--- src/rtl/galvo_pkg.sv ---
// Shared definitions for the galvo point streamer: FSM state encoding,
// MCP4922-style DAC control bits and the 16-bit frame builder.
package galvo_pkg;

    localparam int DATA_W  = 12;
    localparam int FRAME_W = 16;

    // DAC control bits carried in the top nibble of every frame
    localparam logic CH_X   = 1'b0;
    localparam logic CH_Y   = 1'b1;
    localparam logic BUF    = 1'b0;
    localparam logic GA_N   = 1'b1;
    localparam logic SHDN_N = 1'b1;

    typedef enum logic [2:0] {
        ST_IDLE    = 3'd0,
        ST_SHIFT_X = 3'd1,
        ST_GAP     = 3'd2,
        ST_SHIFT_Y = 3'd3,
        ST_LATCH   = 3'd4
    } state_t;

    // Build one DAC write word: {ch, BUF, GA_n, SHDN_n, code}
    function automatic logic [FRAME_W-1:0] dac_frame(input logic ch,
                                                     input logic [DATA_W-1:0] code);
        return {ch, BUF, GA_N, SHDN_N, code};
    endfunction

endpackage

--- src/rtl/galvo_point_streamer_if.sv ---
// Point FIFO handshake between the upstream FIFO (master) and the streamer (slave).
interface galvo_point_streamer_if;
    import galvo_pkg::*;

    logic              pt_valid;
    logic [DATA_W-1:0] pt_x;
    logic [DATA_W-1:0] pt_y;
    logic              pt_laser;
    logic              pt_ready;

    modport master (output pt_valid, pt_x, pt_y, pt_laser, input pt_ready);
    modport slave  (input pt_valid, pt_x, pt_y, pt_laser, output pt_ready);

endinterface

--- src/rtl/galvo_point_streamer_spi_frame_tx.sv ---
// SPI mode-0 transmitter for one 16-bit frame, MSB first. Each SCLK phase
// lasts CLK_DIV clocks; mosi changes at the start of each low phase. done is
// asserted combinationally in the final cycle of the last high phase so the
// owner can raise chip select on the very next cycle.
module spi_frame_tx
    import galvo_pkg::*;
#(
    parameter int CLK_DIV = 4
) (
    input  logic               clk,
    input  logic               reset,
    input  logic               start,
    input  logic [FRAME_W-1:0] word,
    output logic               sclk,
    output logic               mosi,
    output logic               done
);

    localparam int               CNT_W    = 8;
    localparam int               BIT_W    = $clog2(FRAME_W);
    localparam logic [CNT_W-1:0] DIV_LAST = CNT_W'(CLK_DIV - 1);

    logic               active;
    logic               high_phase;
    logic [CNT_W-1:0]   div_cnt;
    logic [BIT_W-1:0]   bit_cnt;
    // bits still to be sent after the one currently on mosi
    logic [FRAME_W-2:0] shreg;

    assign done = active && high_phase && (div_cnt == DIV_LAST) && (bit_cnt == '0);

    // Phase divider, bit counter and shift register
    always_ff @(posedge clk) begin
        if (reset) begin
            active     <= 1'b0;
            high_phase <= 1'b0;
            div_cnt    <= '0;
            bit_cnt    <= '0;
            sclk       <= 1'b0;
            mosi       <= 1'b0;
        end else if (start) begin
            active     <= 1'b1;
            high_phase <= 1'b0;
            div_cnt    <= '0;
            bit_cnt    <= BIT_W'(FRAME_W - 1);
            shreg      <= word[FRAME_W-2:0];
            sclk       <= 1'b0;
            mosi       <= word[FRAME_W-1];
        end else if (active) begin
            if (div_cnt == DIV_LAST) begin
                div_cnt <= '0;
                if (!high_phase) begin
                    high_phase <= 1'b1;
                    sclk       <= 1'b1;
                end else begin
                    high_phase <= 1'b0;
                    sclk       <= 1'b0;
                    if (bit_cnt == '0) begin
                        // frame finished: park the data line low
                        active <= 1'b0;
                        mosi   <= 1'b0;
                    end else begin
                        bit_cnt <= bit_cnt - 1'b1;
                        mosi    <= shreg[FRAME_W-2];
                        shreg   <= {shreg[FRAME_W-3:0], 1'b0};
                    end
                end
            end else begin
                div_cnt <= div_cnt + 1'b1;
            end
        end
    end

endmodule

--- src/rtl/galvo_point_streamer.sv ---
// Galvo point streamer: on each accepted update strobe pops one point from
// the FIFO, writes X then Y to a dual 12-bit SPI DAC and pulses LDAC so both
// axes and the laser gate update together.
// Optional build macro BLANK_ON_UNDERRUN_EN: when defined, a strobe that finds
// the FIFO empty also turns the laser off on the following cycle.
module galvo_point_streamer #(
    parameter int CLK_DIV = 4,
    parameter int DATA_W  = 12
) (
    input  logic                  clk,
    input  logic                  reset,
    input  logic                  strobe_in,
    galvo_point_streamer_if.slave pt,
    output logic                  dac_cs_n,
    output logic                  dac_sclk,
    output logic                  dac_mosi,
    output logic                  dac_ldac_n,
    output logic                  laser_on,
    output logic                  busy,
    output logic [7:0]            underrun_count
);
    import galvo_pkg::*;

    localparam logic [7:0] PHASE_LAST = 8'(CLK_DIV - 1);

    state_t             state;
    logic [7:0]         phase_cnt;
    logic [DATA_W-1:0]  y_lat;
    logic               laser_lat;

    logic               accept;
    logic               underrun;
    logic               gap_end;
    logic               spi_start;
    logic               spi_done;
    logic [FRAME_W-1:0] spi_word;

    assign pt.pt_ready = (state == ST_IDLE) && strobe_in;
    assign accept      = pt.pt_ready && pt.pt_valid;
    assign underrun    = pt.pt_ready && !pt.pt_valid;
    assign gap_end     = (state == ST_GAP) && (phase_cnt == PHASE_LAST);

    // X is loaded straight from the FIFO in the accept cycle, Y from its latch
    assign spi_start = accept || gap_end;
    assign spi_word  = accept ? dac_frame(CH_X, pt.pt_x) : dac_frame(CH_Y, y_lat);

    spi_frame_tx #(
        .CLK_DIV (CLK_DIV)
    ) u_tx (
        .clk   (clk),
        .reset (reset),
        .start (spi_start),
        .word  (spi_word),
        .sclk  (dac_sclk),
        .mosi  (dac_mosi),
        .done  (spi_done)
    );

    // Transaction FSM with registered chip select, LDAC, laser and underrun count
    always_ff @(posedge clk) begin
        if (reset) begin
            state          <= ST_IDLE;
            dac_cs_n       <= 1'b1;
            dac_ldac_n     <= 1'b1;
            laser_on       <= 1'b0;
            busy           <= 1'b0;
            underrun_count <= '0;
            phase_cnt      <= '0;
        end else begin
            case (state)
                ST_IDLE: begin
                    if (accept) begin
                        state     <= ST_SHIFT_X;
                        dac_cs_n  <= 1'b0;
                        busy      <= 1'b1;
                        y_lat     <= pt.pt_y;
                        laser_lat <= pt.pt_laser;
                    end else if (underrun) begin
                        if (underrun_count != 8'hFF) begin
                            underrun_count <= underrun_count + 1'b1;
                        end
`ifdef BLANK_ON_UNDERRUN_EN
                        laser_on <= 1'b0;
`else
                        laser_on <= laser_on;
`endif
                    end
                end
                ST_SHIFT_X: begin
                    if (spi_done) begin
                        state     <= ST_GAP;
                        dac_cs_n  <= 1'b1;
                        phase_cnt <= '0;
                    end
                end
                ST_GAP: begin
                    if (phase_cnt == PHASE_LAST) begin
                        state    <= ST_SHIFT_Y;
                        dac_cs_n <= 1'b0;
                    end else begin
                        phase_cnt <= phase_cnt + 1'b1;
                    end
                end
                ST_SHIFT_Y: begin
                    if (spi_done) begin
                        state      <= ST_LATCH;
                        dac_cs_n   <= 1'b1;
                        dac_ldac_n <= 1'b0;
                        laser_on   <= laser_lat;
                        phase_cnt  <= '0;
                    end
                end
                ST_LATCH: begin
                    if (phase_cnt == PHASE_LAST) begin
                        state      <= ST_IDLE;
                        dac_ldac_n <= 1'b1;
                        busy       <= 1'b0;
                    end else begin
                        phase_cnt <= phase_cnt + 1'b1;
                    end
                end
                default: state <= ST_IDLE;
            endcase
        end
    end

endmodule

--- src/flat_wrapper.sv ---
// flat-port wrapper written by rule: the top's interface ports become plain ports
module galvo_point_streamer_flat import galvo_pkg::*;
#(
    parameter int CLK_DIV = 4,
    parameter int DATA_W  = 12
)
  (clk, reset, strobe_in, dac_cs_n, dac_sclk, dac_mosi, dac_ldac_n, laser_on, busy, underrun_count, pt_pt_valid, pt_pt_x, pt_pt_y, pt_pt_laser, pt_pt_ready);
  galvo_point_streamer_if pt_i ();
  input  logic clk;
  input  logic reset;
  input  logic strobe_in;
  output logic dac_cs_n;
  output logic dac_sclk;
  output logic dac_mosi;
  output logic dac_ldac_n;
  output logic laser_on;
  output logic busy;
  output logic [7:0] underrun_count;
  input wire logic [$bits(pt_i.pt_valid)-1:0] pt_pt_valid;
  input wire logic [$bits(pt_i.pt_x)-1:0] pt_pt_x;
  input wire logic [$bits(pt_i.pt_y)-1:0] pt_pt_y;
  input wire logic [$bits(pt_i.pt_laser)-1:0] pt_pt_laser;
  output wire logic [$bits(pt_i.pt_ready)-1:0] pt_pt_ready;
  assign pt_i.pt_valid = pt_pt_valid;
  assign pt_i.pt_x = pt_pt_x;
  assign pt_i.pt_y = pt_pt_y;
  assign pt_i.pt_laser = pt_pt_laser;
  assign pt_pt_ready = pt_i.pt_ready;
  galvo_point_streamer #(.CLK_DIV(CLK_DIV), .DATA_W(DATA_W)) u_core (.clk(clk), .reset(reset), .strobe_in(strobe_in), .pt(pt_i), .dac_cs_n(dac_cs_n), .dac_sclk(dac_sclk), .dac_mosi(dac_mosi), .dac_ldac_n(dac_ldac_n), .laser_on(laser_on), .busy(busy), .underrun_count(underrun_count));
endmodule
--- config.mk ---
export PLATFORM = sky130hd
export DESIGN_NAME = galvo_point_streamer_flat
export DESIGN_NICKNAME = d
export VERILOG_FILES = /design/src/rtl/galvo_pkg.sv /design/src/rtl/galvo_point_streamer_if.sv /design/src/rtl/galvo_point_streamer_spi_frame_tx.sv /design/src/rtl/galvo_point_streamer.sv /design/src/flat_wrapper.sv
export SDC_FILE = /design/constraint.sdc
export NUM_CORES = 1
export LEC_CHECK = 0
export CORE_MARGIN = 1.5
export CORE_UTILIZATION = 40
export CTS_BUF_LIST = sky130_fd_sc_hd__clkbuf_2
export DETAILED_ROUTE_END_ITERATION = 8
export DONT_BUFFER_PORTS = 1
export PLACE_DENSITY_LB_ADDON = 0.15
export SLEW_MARGIN = 25
export SYNTH_ARGS = -nofsm -noshare
export SYNTH_HDL_FRONTEND = slang
export SYNTH_HIERARCHICAL = 1
export SYNTH_SLANG_ARGS = --single-unit
--- constraint.sdc ---
create_clock -name clk -period 6.3 [get_ports clk]
set_input_delay 1.26 -clock clk [delete_from_list [all_inputs] [get_ports clk]]
set_output_delay 1.26 -clock clk [all_outputs]
set_load 0.02 [all_outputs]
==> results.ini <==
[drt]
drt-pass1-iter-count = 4
vias_per_cell = 5.231
vias = 1967
wl_per_cell_um = 14.04
wirelength_um = 5279
ant_nets = 0
drt_iter0_markers = 85
drc_errors = 0

[sta]
tightest_slew_ns = 0.9563
grt_setup_unrepaired = no
setup_tns_ns = 0
setup_violations = 0
max_freq_ghz = 0.2952
min_period_ns = 3.388
relSlewSlack = 0.3601
fin_skew_ns = 0.03085
hold_viol_final = 0
post-route-period-util = 0.5377
maxSlewViolCount = 0
timing.hold.ws_ns = 0.5136

[clock_network]
post_cts_buffers = 0
clock_sinks = 66
cts_buffers = 9
cts_root_buf = clkbuf_2
clk_pin_slew_worst_paths_ns = 0.18
insertion_delay_ns = 0.49
cts_max_level = 3
ctsHoldBuffers = 0
cts_max_path_buffers = 2
cts_tree = done
cts_resized = 0

[grt]
overflow = 0
grt_use_total = 0.1509
first_global_vias = 1927
antenna_found_initial = 0
grt_max_degree = 28
grt_first_pass_wirelength_um = 9052

[min_path]
hp-class = flip-flop to flip-flop
worstHoldStart = u_core/laser_lat

[final_layout]
final_nets = 305
area_growth_syn_to_layout_pct = 7.641
drive_above_1_share = 0.1949
post-route-util = 0.4447
fillCellCount = 717
fin_cells = 376
diodes = 0

[run]
maxCapViolations = 0

[logic_synthesis]
synth_area_leaders = edfxtp_1 (28%), dfxtp_1 (26%), mux2_2 (10%)
syn_avg_cell_area_um2 = 11.00
synth_top_cell_area_share = 0.2821
ys.flop_type = dfxtp_1
synthArstFlopShare = 0
ys_ff_latch = 66
yosysUniqueCellTypes = 49
ys_seq_area_frac = 0.5374
synth_largest_area_cell = edfxtp_1
synth_edf_count = 28
yosysWarnings = 6
netlist_instances = 271
syn_area_mm2 = 0.002980

[die]
pin_count = 44
start_util = 0.4131
die_w_um = 89.32
die-area_mm2 = 0.007978
fp.dieH_um = 89.32
rows = 31
coreArea_mm2 = 0.007214

[power_and_ir_drop]
pwr-share-clk = 0.357
swShare = 0.2400
p_int_w = 0.0006121
ir_drop_uv = 137.9
p_total_w = 0.0008054
power_frac_seq = 0.584
switchingPower_w = 0.0001933
p_leak_nw = 1.064
p_per_area_mw_per_mm2 = 251.1
combPwrFrac = 0.060

[setup_path]
cp-start-kind = input pin
worstPathMaxFanout = 27
endpoint_kind = flip-flop
rr_startpoint = u_core/state[2]
cp.arrival_ns = 3.54
critPathKind = input pin to flip-flop
critPathLaunch = strobe_in
crit_required_ns = 6.45

[placed_design]
hpwl_um = 3626
dpl.cell_count = 360
place_congestion = 0.7483
port_buffers = 0

[outcome]
outcome = complete, no violations

cell type report:
cell class	count	area, um^2	area share
Multi-Input combinational cell	188	1315	0.4099
Clock inverter	7	92.59	0.02886
Timing Repair Buffer	1	7.507	0.002340
Sequential cell	66	1602	0.4992
Inverter	6	22.52	0.007020
Tap cell	99	123.9	0.03861
Clock buffer	9	45.04	0.01404
flip-flops by register name, indices dropped and copies added (netlist names):
| signal | flops |
|---|---|
| u_core/laser_lat | 1 |
| u_core/busy | 1 |
| u_core/u_tx/div_cnt | 8 |
| u_core/laser_on | 1 |
| u_core/u_tx/shreg | 15 |
| u_core/state | 3 |
| u_core/u_tx/mosi | 1 |
| u_core/u_tx/high_phase | 1 |
| u_core/phase_cnt | 8 |
| u_core/underrun_count | 8 |
| u_core/u_tx/active | 1 |
| u_core/y_lat | 12 |
| u_core/u_tx/bit_cnt | 4 |
| u_core/dac_ldac_n | 1 |
| u_core/dac_cs_n | 1 |
worst max-delay path, cell delays in order:
cell and delay (ns):
or4b_4 0.45, inv_1 0.21, nand2_1 0.43, o41ai_2 0.14
buf_4 0.35, nor2_1 0.10, nor2_2 0.58
routing by layer:
metal | wire length, um | vias up | track usage
met3 | 208 | 7 | 0.06002
li1 | - | 989 | -
met1 | 2648 | 934 | 0.1977
met5 | 0 | - | 0
met2 | 2356 | 37 | 0.2283
met4 | 67 | 0 | 0.05035
worst paths after layout:
check	endpoint	slack (ns)	depth (start not counted)
worst max-delay path	u_core/u_tx/shreg[13]	2.91	7
worst min-delay path	u_core/laser_on	0.51	2
worst max register to register	u_core/u_tx/shreg[13]	3.11	7
worst min register to register	u_core/laser_on	0.51	2
layout by cell type, fill, tap and decap left out, types with 5 or more instances in the layout:
master / n
dfxtp_1: 38
edfxtp_1: 28
mux2_2: 27
nor2_1: 27
nand2_1: 22
a21oi_1: 13
xnor2_1: 11
clkbuf_2: 9
nor3_1: 9
inv_1: 6
nand3_1: 6
o21ai_0: 6
or4_1: 5
or3_1: 5
nand4_1: 5
synthesized netlist by cell type (all sizes together) (2+ instances only):
cell type and n:
nor3 9, inv 6, o21ai 6, xnor2 11, o211ai 2, nand4 6, nor3b 2, and3 2
xor2 4, conb 2, ha 4, nand2 22, nand3 6, or3 7, mux2 27, edfxtp 28
nor4b 3, dfxtp 38, o31ai 3, clkbuf 7, and4 2, a211oi 3, buf 5, mux2i 4
or4 5, a21oi 13, nor2 28
kinds of logic (layout without fill, tap and decap cells):
kind of cell	Yosys count	in the layout	share of synthesized area
and+or+nand+nor	99	99	0.1805
DFF	66	66	0.5374
AOI/OAI and AO/OA	36	36	0.07725
muxes	31	31	0.1154
buffers and inverters	18	23	0.02603
xor gates and xnor gates	15	15	0.04408
adders and majority gates	4	4	0.01679
other	2	3	0.002520
metrics by stage:
| stage | worst slack, ns | area [um^2] |
|---|---|---|
| floorplan | 2.408 | 2984 |
| global placement | 2.038 | 3068 |
| detailed placement | 2.331 | 3070 |
| CTS | 2.913 | 3208 |
| global route | 2.762 | 3208 |
| finish | 2.912 | 3208 |
power by group through the flow:
stage          sequential, W  combinational, W  clock (W)
3_5_place_dp        0.000479         0.0000482          0
2_1_floorplan       0.000475         0.0000458          0
5_1_grt             0.000472         0.0000547   0.000316
4_1_cts             0.000470         0.0000487   0.000300
6_report            0.000470         0.0000480   0.000287
3_3_place_gp        0.000480         0.0000477          0
No activity file was read; power rests on OpenSTA's default activity.
